File: src/rtl/pc_ras.sv
// Program counter with a LIFO return-address stack for call/ret, plus sticky overflow/underflow flags.
// Latency: one cycle. Every op commits at the clock edge, and pc, depth_cnt and the flags are visible the next cycle.
// Backpressure: none. One op per cycle by fixed priority (ret > call > jmp > sub > add > inc); a call when full or a ret when empty holds state and sets a flag.
module pc_ras #(
  parameter int unsigned WIDTH     = 16,
  parameter int unsigned DEPTH     = 4,
  parameter logic [WIDTH-1:0] RESET_VEC = '0,
  localparam int unsigned CW       = $clog2(DEPTH + 1)
) (
  input  logic             clk,
  input  logic             reset,
  input  logic             inc,
  input  logic             add,
  input  logic             sub,
  input  logic             jmp,
  input  logic             call,
  input  logic             ret,
  input  logic             clr_err,
  input  logic [WIDTH-1:0] offset,
  input  logic [WIDTH-1:0] target,
  output logic [WIDTH-1:0] pc,
  output logic [CW-1:0]    depth_cnt,
  output logic             stk_empty,
  output logic             stk_full,
  output logic             ovf,
  output logic             unf
);

  logic [WIDTH-1:0] pc_q, pc_d;
  logic [CW-1:0]    depth_q, depth_d;
  logic             ovf_q, ovf_d;
  logic             unf_q, unf_d;
  logic [WIDTH-1:0] stack_q [DEPTH];
  logic [WIDTH-1:0] top;
  logic [WIDTH-1:0] pc_plus1;
  logic             push;
  logic             empty, full;

  assign empty    = (depth_q == '0);
  assign full     = (depth_q == CW'(DEPTH));
  assign pc_plus1 = pc_q + WIDTH'(1);

  // Read the current top-of-stack entry, which sits at index depth-1.
  always_comb begin
    top = '0;
    for (int i = 0; i < DEPTH; i++) begin
      if (depth_q == CW'(i + 1)) top = stack_q[i];
    end
  end

  // Decode the winning op and form the next pc, depth and flags.
  always_comb begin
    pc_d    = pc_q;
    depth_d = depth_q;
    push    = 1'b0;
    ovf_d   = ovf_q & ~clr_err;
    unf_d   = unf_q & ~clr_err;
    if (ret) begin
      if (empty) begin
        unf_d = 1'b1;
      end else begin
        pc_d    = top;
        depth_d = depth_q - CW'(1);
      end
    end else if (call) begin
      if (full) begin
        ovf_d = 1'b1;
      end else begin
        push    = 1'b1;
        depth_d = depth_q + CW'(1);
        pc_d    = target;
      end
    end else if (jmp) begin
      pc_d = target;
    end else if (sub) begin
      pc_d = pc_q - offset;
    end else if (add) begin
      pc_d = pc_q + offset;
    end else if (inc) begin
      pc_d = pc_plus1;
    end
  end

  // Update the control state; reset discards the stack and any pending op.
  always_ff @(posedge clk) begin
    if (!reset) begin
      pc_q    <= RESET_VEC;
      depth_q <= '0;
      ovf_q   <= 1'b0;
      unf_q   <= 1'b0;
    end else begin
      pc_q    <= pc_d;
      depth_q <= depth_d;
      ovf_q   <= ovf_d;
      unf_q   <= unf_d;
    end
  end

  // Write the return address into the first free slot. The slot contents need no reset because depth_q tracks which slots are valid.
  always_ff @(posedge clk) begin
    for (int i = 0; i < DEPTH; i++) begin
      if (reset && push && depth_q == CW'(i)) stack_q[i] <= pc_plus1;
    end
  end

  assign pc        = pc_q;
  assign depth_cnt = depth_q;
  assign stk_empty = empty;
  assign stk_full  = full;
  assign ovf       = ovf_q;
  assign unf       = unf_q;

endmodule

File: config.mk
export PLATFORM = sky130hd
export DESIGN_NAME = pc_ras
export DESIGN_NICKNAME = d
export VERILOG_FILES = /design/src/rtl/pc_ras.sv
export SDC_FILE = /design/constraint.sdc
export NUM_CORES = 1
export LEC_CHECK = 0
export BUFFER_PORTS_ARGS = -buffer_cell sky130_fd_sc_hd__buf_2
export CAP_MARGIN = 15
export CORE_MARGIN = 4
export CORE_UTILIZATION = 25
export CTS_CLUSTER_DIAMETER = 80
export DETAILED_ROUTE_END_ITERATION = 8
export PLACE_DENSITY = 0.43
export SETUP_SLACK_MARGIN = 0.2
export SYNTH_ARGS = -nofsm -noshare
export SYNTH_HDL_FRONTEND = slang
export SYNTH_SLANG_ARGS = --single-unit
File: constraint.sdc
create_clock -name clk -period 3.48 [get_ports clk]
set_input_delay 0.348 -clock clk [delete_from_list [all_inputs] [get_ports clk]]
set_output_delay 0.348 -clock clk [all_outputs]
set_load 0.005 [all_outputs]
Word-level counts from Yosys, hierarchy flattened:

Memory sizes are Yosys's and may differ from the RTL's.
Cells that the tools add are included.

* bits in registers: 21
* bits in writable memories: 64
* input port bits: 41
* output and inout bits: 23
* word-level logic and storage cells: 74
* memories kept: 1

Memory list
* stack_q: words 4, width 16, read ports 4, clocked after memory_dff 0, wr ports 1, RTL line 33 `logic [WIDTH-1:0] stack_q [DEPTH];`

* add/sub/neg operators: 5
* equal/unequal tests: 7
* muxes and demuxes: 41
* bitwise gates (word level): 3
* reductions and logical operators: 13

Operators with widths (count)
* $mux 16: 15
* $reduce_or 16->1: 3
* $mux 1: 19
* $add 16x1->16 const B: 1
* $add 16x16->16: 1
* $sub 16x16->16: 1
* $mux 3: 4
* $eq 3x2->1 const B: 2
* $mux 2: 3
* $reduce_and 3->1: 2
* $reduce_bool 6->1: 1
* $logic_and 1x1->1: 5
* $ne 2x2->1 const B: 2
* $add 3x1->3 const B: 1
* $eq 3x1->1 const B: 1
* $eq 3x3->1 const B: 1
* $logic_not 3->1: 1
* $ne 3x3->1 const B: 1
* $sub 3x1->3 const B: 1
* $and 1x1->1: 2
* $reduce_bool 2->1: 1
* $not 1->1: 1

Longest topological paths before layout:

Gate-level depths: netlist (run 1).

* depth after elaboration: 12
* gate-level depth with buffers: 11
* mapped depth without buffers: 11

Least setup slack after synthesis (run 1):

OpenSTA, ideal clock, no wires.

* path kind: reg2reg
* start point: reg depth_q[0] (netlist: depth_cnt[0])
* end point: mem stack_q[3][0], enable pin
* setup time: 409 ps
* data arrival time: 2484 ps
* data required time: 3071 ps
* slack: 587 ps
* stages on the path, launching flop included: 8
* path buffers: 2
* clock period less this slack: 2893 ps
* path through: dfxtp_1 > inv_1 > ha_1 > clkbuf_1 > nand2_1 > inv_2 > clkbuf_1 > nor3_1

* longest elaborated chain between the ends: 12
* elaborated cells between the ends (all ways): 30

Ends and longest elaborated chain
* from (decl): RTL line 30 `logic [CW-1:0] depth_q, depth_d;`
* from (signal assigned): RTL line 93 `depth_q <= depth_d;`
* $eq 3x3->1 *: RTL line 40 `assign full = (depth_q == CW'(DEPTH));`
* via stk_full: RTL line 24 `output logic stk_full,`
* $mux 1 *: RTL line 66 `if (full) begin`
* $mux 1 *: RTL line 65 `end else if (call) begin`
* $mux 1 *: RTL line 58 `if (ret) begin`
* $logic_and 1x1->1 *: RTL line 102 `if (reset && push && depth_q == CW'(i)) stack_q[i] <= pc_plus1;`
* $logic_and 1x1->1: RTL line 102
* $mux 1: RTL line 102
* $mux 1 (implied by the code): RTL line 102
* $reduce_or 16->1 (no source line)
* $mux 2 (no source line) or $mux 1 (tied branches) (3 in a row)
* to (decl): RTL line 33

The timed path passes the listed nets; every way through them passes the cells marked *.

Final worst setup path (run 1):

* start point: reg pc_q[0] (netlist: pc[0])
* end point: reg pc_q[10] (netlist: pc[10])

* longest elaborated chain between the ends: 7
* elaborated cells between the ends (all ways): 9

Ends and longest elaborated chain
* from (decl): RTL line 29 `logic [WIDTH-1:0] pc_q, pc_d;`
* from (signal assigned): RTL line 92 `pc_q <= pc_d;`
* $add 16x1->16: RTL line 41 `assign pc_plus1 = pc_q + WIDTH'(1);`
* $mux 16: RTL line 79 `end else if (inc) begin`
* $mux 16: RTL line 77 `end else if (add) begin`
* $mux 16 *: RTL line 75 `end else if (sub) begin`
* $mux 16 *: RTL line 73 `end else if (jmp) begin`
* $mux 16 *: RTL line 65
* $mux 16 *: RTL line 58

Every way passes the cells marked *; elsewhere a longest branch is shown, timed or not. The select of a mux whose other input is x is not followed.
A chain may end at the register's enable or synchronous reset.

==> results of run 1 <==
## sequential cells by signal, summed over array words and instances, names as in the netlist
| register | flops |
|---|---|
| stack_q | 64 |
| pc | 16 |
| ovf | 1 |
| depth_cnt | 3 |
| unf | 1 |
## cell families (layout without fill, tap and decap cells)
kind of cell,count (synthesis),in the layout
buf+inv,75,143
compound gates,208,208
simple gates,185,185
fa+ha+maj,39,39
flops,85,85
xor+xnor,28,28
mux,5,5
## layout by cell type, fill, tap and decap left out, drive strengths merged, types with 9 or more instances in the layout
cell    instances
nor2           48
xnor2          22
o21ai          44
dfxtp          21
nand2          69
nor3           10
a221oi          9
edfxtp         64
o22ai          10
ha             37
nor2b          11
nand3          10
clkbuf          9
a22oi          15
a221o          10
a21oi          44
buf            91
inv            37
a211oi         13
o211ai         11
## worst max-delay path, cell delays in order, from the launching register on
cell	delay [ps]
dfxtp_1	420
inv_2	110
ha_1	240
fa_1	410
and2b_1	240
o211ai_1	160
a21oi_2	290
a21oi_2	140
xnor2_1	150
o211ai_1	170
a21oi_1	60
nor3_1	360
## where the power goes
part	internal (uW)	total (uW)	switching (uW)
Combinational	786	2110	1320
Sequential	1250	1340	88.1
Clock	707	1140	432
Total	2750	4590	1840
## final cells by class
cell class,count,area [sq um]
Clock buffer,9,225
Clock inverter,7,121
Fill cell,2525,16400
Inverter,36,135
Multi-Input combinational cell,465,3250
Sequential cell,85,2340
Tap cell,319,399
Timing Repair Buffer,91,526
## layer usage
metal / wire length [um] / part of all wire, % / vias up
li1: - / - / 2454
met2: 9410 / 47 / 104
met4: 221 / 1.1 / 0
met3: 695 / 3.5 / 19
met5: 0 / 0 / -
met1: 9710 / 48 / 2505
## worst max path at each step
stage                  from       endpoint  cells after the start
2_1_floorplan  depth_cnt[0]  stack_q[3][0]                      7
3_3_place_gp          pc[0]          pc[8]                     11
3_5_place_dp          pc[0]          pc[8]                     11
4_1_cts               pc[0]          pc[8]                     11
5_1_grt               pc[0]          pc[8]                     11
6_report              pc[0]         pc[10]                     11
## metrics by stage
stage | instance area (sq um) | utilization [%]
after global routing | 7000 | 29.9
after detailed placement | 6660 | 28.4
after floorplan | 5930 | -
final | 7000 | 29.9
after CTS | 7000 | 29.9
after global placement | 6660 | 28.4
==> metrics.txt, run 1 <==
worst-skew pair later-pin latency=340 ps; Mapped Area=5930 sq um; Post-Synth Adder-Cell Area=8.48%; synth cell count leaders=nand2_1, edfxtp_1, nor2_1; Peak VDD IR=0.259 mV; top cell type's share of synthesized area=between 30% and 40%; Avg Inst Size Synth=9.49 sq um; crit path DAT=just over 3000 ps; TritonCTS clock tree=yes; Max Clock Freq=around 0.35 GHz; root buf cell=clkbuf_16; Slew Viols, Final=0; initial antenna violation count=0; sequential share of the synthesized area=about two fifths; postcts setup bufs=0; Post-Syn Instances=around 630; Hold Startpoint=clr_err; Reg2Reg Depth=11; met3 Use GR=under 10%; Crit Path Category=flip-flop to flip-flop; initial core utilization=between 20 and 30%; Final setup viols=0; GPL Wtd Cong=0.843; minimum clock period=2830 ps; Synth area leader=edfxtp_1; GRT Residual Overflow=0; port buffer count=63; residual DRC count=0; Synth warnings=0; Hold EP=unf; setup TNS=0 ps; RSZ-0062 raised after global routing=no; reg2reg start=pc[0]; status=finished, final reports clean; Yosys reg bits=85; share of cells above drive strength 1=about 22%; max cap viols=0; CTS Hold Buffers Added=0; Final Routed Wirelength=approximately 20 mm; Final Net Count=roughly 770; Final Hold Viols=0; CTS Sinks=between 80 and 90; cts bufs inserted=9; GR Util All Layers=15.1%; worst slew pin tran=about 850 ps; top post-synthesis cells by area=edfxtp_1, ha_1, dfxtp_1; vias=5082; CTS Buffer Depth=2; Ant. Diodes=0; placed cell count=roughly 1000; PwrDens=between 600 and 700 nW/um^2; IO Count=64; final worst-path setup slack=646 ps; GR peak layer=met2; most common cell in the netlist=nand2_1; crit path max fanout=7; Layout area overhead=18.1%; reg-to-reg slack, setup=650 ps; Final Non-Filler Cells=1012; row count=56; Hold Path Depth=3; fin crit share=81.4%; M1 GR Usage=21.1%; Primary FF master, synth=edfxtp_1; Synth Area in Compound Gates=about a quarter; Leak=between 0.002 and 0.003 uW; die area=~26000 sq um; Startpoint Class=flip-flop; drt pass-1 iters=5; die width=between 150 and 200 um; xor-xnor portion of the synthesized cell area=roughly 4.4%; Die Span Y=roughly 160 um; routed len/inst=19.8 um; DR vias/cell=between 5 and 6; Core ar.=23400 sq um; worst hold-check path type=input port to flip-flop; Post-Synth Simple-Gate Area=15.3%; Slew HR=42.9%; global-route met2 utilization=between 20 and 30%; DRT iter0 DRCs=roughly 400; Antenna Nets Post-Route=0; asr flop ratio synth=0%; final hold slack=roughly 280 ps; post-cts sizing count=0; Power Total=4590 uW; mux cell area share after synthesis=less than 1%; Worst R2R End=pc[10]; largest family of logic cells by synthesized area=compound AO/OA/AOI/OAI gates; CP Capture Type=flip-flop; CP required=about 3700 ps; maximum number of pins on one net before global-route repair=25; pre-CTS setup slack=between 600 and 700 ps; syn_nets=around 710; Synth cell types=a little over 80; CTS H-tree depth=3; vias in the first global route=5099; first-pass GRT wire length=roughly 30 mm; Final HPWL DP=~15 mm; final setup skew=between 9 and 10 ps; number of synthesized flops with an enable pin=64; clock-pin slew on the worst setup and hold paths=about 70 ps
Note: power is estimated with default switching activity, not from simulation.
==> run 2, diff against run 1 <==
Clock period 3.48 ns to 2.8 ns, I/O delays scaled along.
==> metrics.txt, run 2 (same netlist as run 1, synthesis figures left out) <==
switching share of power=40.2% (+0.14 points); Final Net Count=798 (+3.9%); initial core utilization=25.3% (unchanged); minimum clock period=2520 ps (-312 ps); Crit Path Category=flip-flop to flip-flop; Final setup viols=0 (unchanged); worst-skew pair later-pin latency=350 ps (about the same); Die Span Y=162 um (unchanged); CP required=3070 ps (-630 ps); CTS Buffer Depth=2 (unchanged); GR peak layer=met2; Final Routed Wirelength=20.1 mm (+0.57%); die width=162 um (unchanged); crit path max fanout=3 (-4); CTS H-tree depth=3 (unchanged); drt pass-1 iters=5 (unchanged); Final Hold Viols=0 (unchanged); Slew Viols, Final=0 (unchanged); most frequent cells in the layout=nand2_1, edfxtp_1, buf_2; Final HPWL DP=15.1 mm (+1.6%); die area=26200 sq um (unchanged); Internal Pwr Total=3470 uW (+26%); worst slew pin tran=734 ps (-120 ps); share of cells above drive strength 1=27.1% (+5.3 points); status=finished, final reports clean; RSZ-0062 raised after global routing=yes; GPL Wtd Cong=0.884 (+4.9%); worst hold-check path type=input port to flip-flop; Seq. cell area=2350 sq um (+0.21%); initial antenna violation count=0 (unchanged); port buffer count=63 (unchanged); switching pwr=2340 uW (+27%); residual DRC count=0 (unchanged); row count=56 (unchanged); CP Capture Type=flip-flop; final setup skew=14.4 ps (+4.77 ps); crit path DAT=2790 ps (-270 ps); DRT iter0 DRCs=324 (-18%); Layout area overhead=23.4%; pre-CTS setup slack=114 ps (-567 ps); vias=5206 (+2.4%); Power Total=5810 uW (+27%); vias in the first global route=5332 (+4.6%); global-route met2 utilization=26.0% (+0.89 points); Peak VDD IR=0.268 mV (+3.2%); CTS Sinks=85 (unchanged); final worst-path setup slack=279 ps (-368 ps); multi-input logic area=3350 sq um (+2.9%); M1 GR Usage=20.2% (-0.89 points); Final Non-Filler Cells=1042 (+3.0%); Ant. Diodes=0 (unchanged); max cap viols=0 (unchanged); max reg flops=64 (unchanged); first-pass GRT wire length=31.0 mm (+0.49%); CTS Hold Buffers Added=0 (unchanged); # fillers=2476 (-1.9%); sequential power share=28.6% (-0.7 points); Clk network pwr share=23.0% (-1.8 points); Slew HR=50.9% (+8.0 points); PwrDens=794 nW/um^2 (+21%); Core ar.=23400 sq um (unchanged); met3 Use GR=2.06% (-0.13 points); GRT Residual Overflow=0 (unchanged); Startpoint Class=flip-flop; root buf cell=clkbuf_16; placed cell count=1022 (+2.6%); setup TNS=0 ps (unchanged); TritonCTS clock tree=yes; Antenna Nets Post-Route=0 (unchanged); most common cell after layout, fill and taps aside=nand2_1; fin crit share=90.0% (+8.6 points); Max Clock Freq=0.397 GHz (+12%); clock-pin slew on the worst setup and hold paths=70 ps (about the same); cts bufs inserted=9 (unchanged); GR Util All Layers=15.3% (+0.11 points); Leak=0.00287 uW (+5.9%); maximum number of pins on one net before global-route repair=23 (-8.0%); largest reg by FF count=stack_q; Comb power frac=48.4% (+2.5 points); routed len/inst=19.3 um (-2.3%); IO Count=64 (unchanged); DR vias/cell=5.00 (-0.51%)
==> run 2: changes by cell type in the layout (fill, tap and decap cells not counted), sizes merged <==
cell / before / now
buf: 91 / 121
inv: 37 / 38
clkinvlp: 0 / 1
bufinv: 3 / 2
clkinv: 3 / 2
==> run 2: through the flow <==
stage / utilization (%) / hold slack (ps) / instance area (sq um)
floorplan: - / 396 / 5940
global placement: 29.3 / 458 / 6850
detailed placement: 29.3 / 471 / 6850
CTS: 30.8 / 208 / 7220
global route: 31.3 / 234 / 7310
finish: 31.3 / 219 / 7310
==> run 2: worst paths after layout <==
check                             start  cells past startpoint     end  slack [ps]
worst min-delay path            clr_err                      3     unf         220
worst max-delay path              pc[0]                     11  pc[14]         280
worst min register to register      unf                      2     unf         480
worst max register to register    pc[0]                     11  pc[14]         280
==> run 2: area by class of cell <==
| class | instances | area share, % |
|---|---|---|
| multi-input combinational | 465 | 45.8 |
| timing repair buffer | 121 | 10.3 |
| clock buffer | 9 | 3.08 |
| sequential | 85 | 32.1 |
| inverter | 36 | 1.88 |
| tap | 319 | 5.46 |
| clock inverter | 7 | 1.44 |
==> run 2: worst max-delay path, stage by stage, from the launching register on <==
cell and delay [ps]:
dfxtp_4 360, ha_1 230, fa_2 360, nor2b_2 180, o21ai_2 150, a31o_1 240, o41ai_4 80, buf_4 170
o221ai_2 140, xnor2_1 90, a21o_1 190, a211oi_2 220
==> run 2: metal layers <==
| metal | wire, um | vias to the layer above |
|---|---|---|
| met3 | 692 | 25 |
| li1 | - | 2518 |
| met1 | 9400 | 2527 |
| met5 | 0 | - |
| met2 | 9740 | 136 |
| met4 | 316 | 0 |
==> run 2: power groups by stage <==
stage / Sequential, uW / Combinational [uW] / Clock [uW]
detailed placement: 1680 / 2700 / 0
CTS: 1660 / 2750 / 1360
finish: 1660 / 2810 / 1330
global route: 1670 / 3100 / 1410
floorplan: 1730 / 1710 / 0
global placement: 1680 / 2700 / 0
==> run 2: repair_timing <==
action | 4_1_cts | 5_1_grt
gates resized for setup | 7 | 16
pin swaps | 4 | 9
buffers inserted | 2 | 2
setup endpoints to repair | 2 | 7
==> run 3, diff against run 2 <==
Settings changed: REMOVE_ABC_BUFFERS set to 1.
==> metrics.txt, run 3 (same netlist as run 1, synthesis figures left out) <==
status=finished, final reports clean; reg-to-reg slack, setup=280 ps (about the same); Critical path buffers and inverters=1 (unchanged); largest reg by FF count=stack_q; crit path max fanout=7 (+4); Slew HR=65.6% (+15 points); pre-CTS setup slack=49.4 ps (-64.6 ps); Final setup viols=0 (unchanged); vias=5156 (-0.96%); routed len/inst=19.5 um (+0.74%); Antenna Nets Post-Route=0 (unchanged); drt pass-1 iters=5 (unchanged); minimum clock period=2520 ps (-5.75 ps); Design Area, Final=7250 sq um (-0.84%); cts bufs inserted=9 (unchanged); max cap viols=0 (unchanged); DR vias/cell=4.96 (-0.77%); CTS Sinks=85 (unchanged); Core ar.=23400 sq um (unchanged); slowest CP cell=dfxtp_4; worst hold-check path type=input port to flip-flop; Crit Path Category=flip-flop to flip-flop; Worst R2R End=pc[8]; critical path depth=11 (unchanged); Crit path max-delay family=compound AO/OA/AOI/OAI gates; final worst-path setup slack=284 ps (+5.75 ps); TritonCTS clock tree=yes; row count=56 (unchanged); Layout area overhead=22.3%; residual DRC count=0 (unchanged); Slew Viols, Final=0 (unchanged); CP required=3070 ps (about the same); Final Hold Viols=0 (unchanged); Leak=0.00283 uW (-1.4%); most common cell after layout, fill and taps aside=nand2_1; maximum number of pins on one net before global-route repair=22 (-4.3%); # fillers=2496 (+0.81%); DRT iter0 DRCs=434 (+34%); worst-path cell chain=inv_4, ha_4, fa_2, and2b_1, o211ai_1, a21oi_2, nor2_1, a221o_1, a21oi_1, a2111oi_2, nor3_1; Final Routed Wirelength=20.3 mm (+0.55%); CP Capture Type=flip-flop; RSZ-0062 raised after global routing=yes; worst-skew pair later-pin latency=350 ps (about the same); worst slew pin tran=512 ps (-222 ps); Final Non-Filler Cells=1040 (-0.19%); initial antenna violation count=0 (unchanged); placed cell count=1021 (-0.098%); GR Util All Layers=15.4% (+0.12 points); Final Net Count=796 (-0.25%); initial core utilization=25.3% (unchanged); DP Area=6840 sq um (-0.11%); GPL Wtd Cong=0.872 (-1.4%); Final HPWL DP=15.4 mm (+1.7%); final setup skew=9.40 ps (-5.04 ps); GRT Residual Overflow=0 (unchanged); crit path DAT=2790 ps (about the same); CP peak stage delay=390 ps (+30 ps); share of cells above drive strength 1=27.2% (+0.075 points); first-pass GRT wire length=31.1 mm (+0.15%); Peak VDD IR=0.314 mV (+17%); max reg flops=64 (unchanged); fin crit share=89.8% (-0.21 points); reg2reg start=pc[0]; CTS H-tree depth=3 (unchanged); most frequent cells in the layout=nand2_1, edfxtp_1, buf_2; vias in the first global route=5263 (-1.3%); Reg2Reg Depth=11 (unchanged); Die Span Y=162 um (unchanged); Critical Path Start=pc[0]; Max Clock Freq=0.398 GHz (+0.23%); PwrDens=775 nW/um^2 (-2.5%); Ant. Diodes=0 (unchanged); root buf cell=clkbuf_16; port buffer count=63 (unchanged); die area=26200 sq um (unchanged); clock-pin slew on the worst setup and hold paths=60 ps (about the same); Startpoint Class=flip-flop; die width=162 um (unchanged); CP endpoint=pc[8]; IO Count=64 (unchanged); CTS Buffer Depth=2 (unchanged)
## run 3: cell types whose count changed in the layout (fill, tap and decap cells not counted), sizes merged
| cell | previous run | this run |
|---|---|---|
| clkbuf | 9 | 12 |
| inv | 38 | 35 |
| buf | 121 | 119 |
| bufinv | 2 | 0 |
| clkinv | 2 | 3 |
| clkinvlp | 1 | 2 |
## run 3: how the worst min path moves through the flow
stage,from,to,depth (start not counted)
2_1_floorplan,reset,pc[15],2
3_3_place_gp,unf,unf,2
3_5_place_dp,unf,unf,2
4_1_cts,clr_err,unf,3
5_1_grt,clr_err,unf,3
6_report,clr_err,unf,3
## run 3: metrics by stage
step           utilization [%]  TNS, ps  hold slack (ps)  total power [uW]
2_1_floorplan                -    -4120              396              3330
3_3_place_gp              29.2        0              465              4390
3_5_place_dp              29.2        0              463              4390
4_1_cts                   30.5        0              204              5570
5_1_grt                   31.0        0              229              5990
6_report                  31.0        0              221              5620
## run 3: tightest hold or removal path: stages
cell	delay [ps]
buf_2	80
nand2b_1	100
a21oi_1	60
## run 3: repair_timing
action / in CTS / in global routing
cloned: 0 / 0
gates resized for setup: 7 / 20
endpoints found under the setup margin: 4 / 11
setup buffers: 0 / 3
hold buffers: 0 / 0
pin swaps: 3 / 7
## run 3: layer usage
metal | track usage (%) | vias to the layer above | part of all wire (%)
met4 | 4.08 | 0 | 1.3
li1 | - | 2503 | -
met5 | 0 | - | 0
met2 | 25.7 | 144 | 48
met1 | 20.8 | 2491 | 46
met3 | 2.54 | 18 | 4.6
## run 3: final cells by class
| cell class | instances | area [sq um] | area share (%) |
|---|---|---|---|
| Tap cell | 319 | 399 | 5.50 |
| Sequential cell | 85 | 2350 | 32.4 |
| Clock inverter | 4 | 25.0 | 0.345 |
| Inverter | 36 | 138 | 1.90 |
| Clock buffer | 12 | 246 | 3.40 |
| Multi-Input combinational cell | 465 | 3360 | 46.3 |
| Timing Repair Buffer | 119 | 736 | 10.1 |
## run 3: where the power goes
group	switching [uW]	internal (uW)
logic	1700	1130
clock network	498	623
registers	102	1560
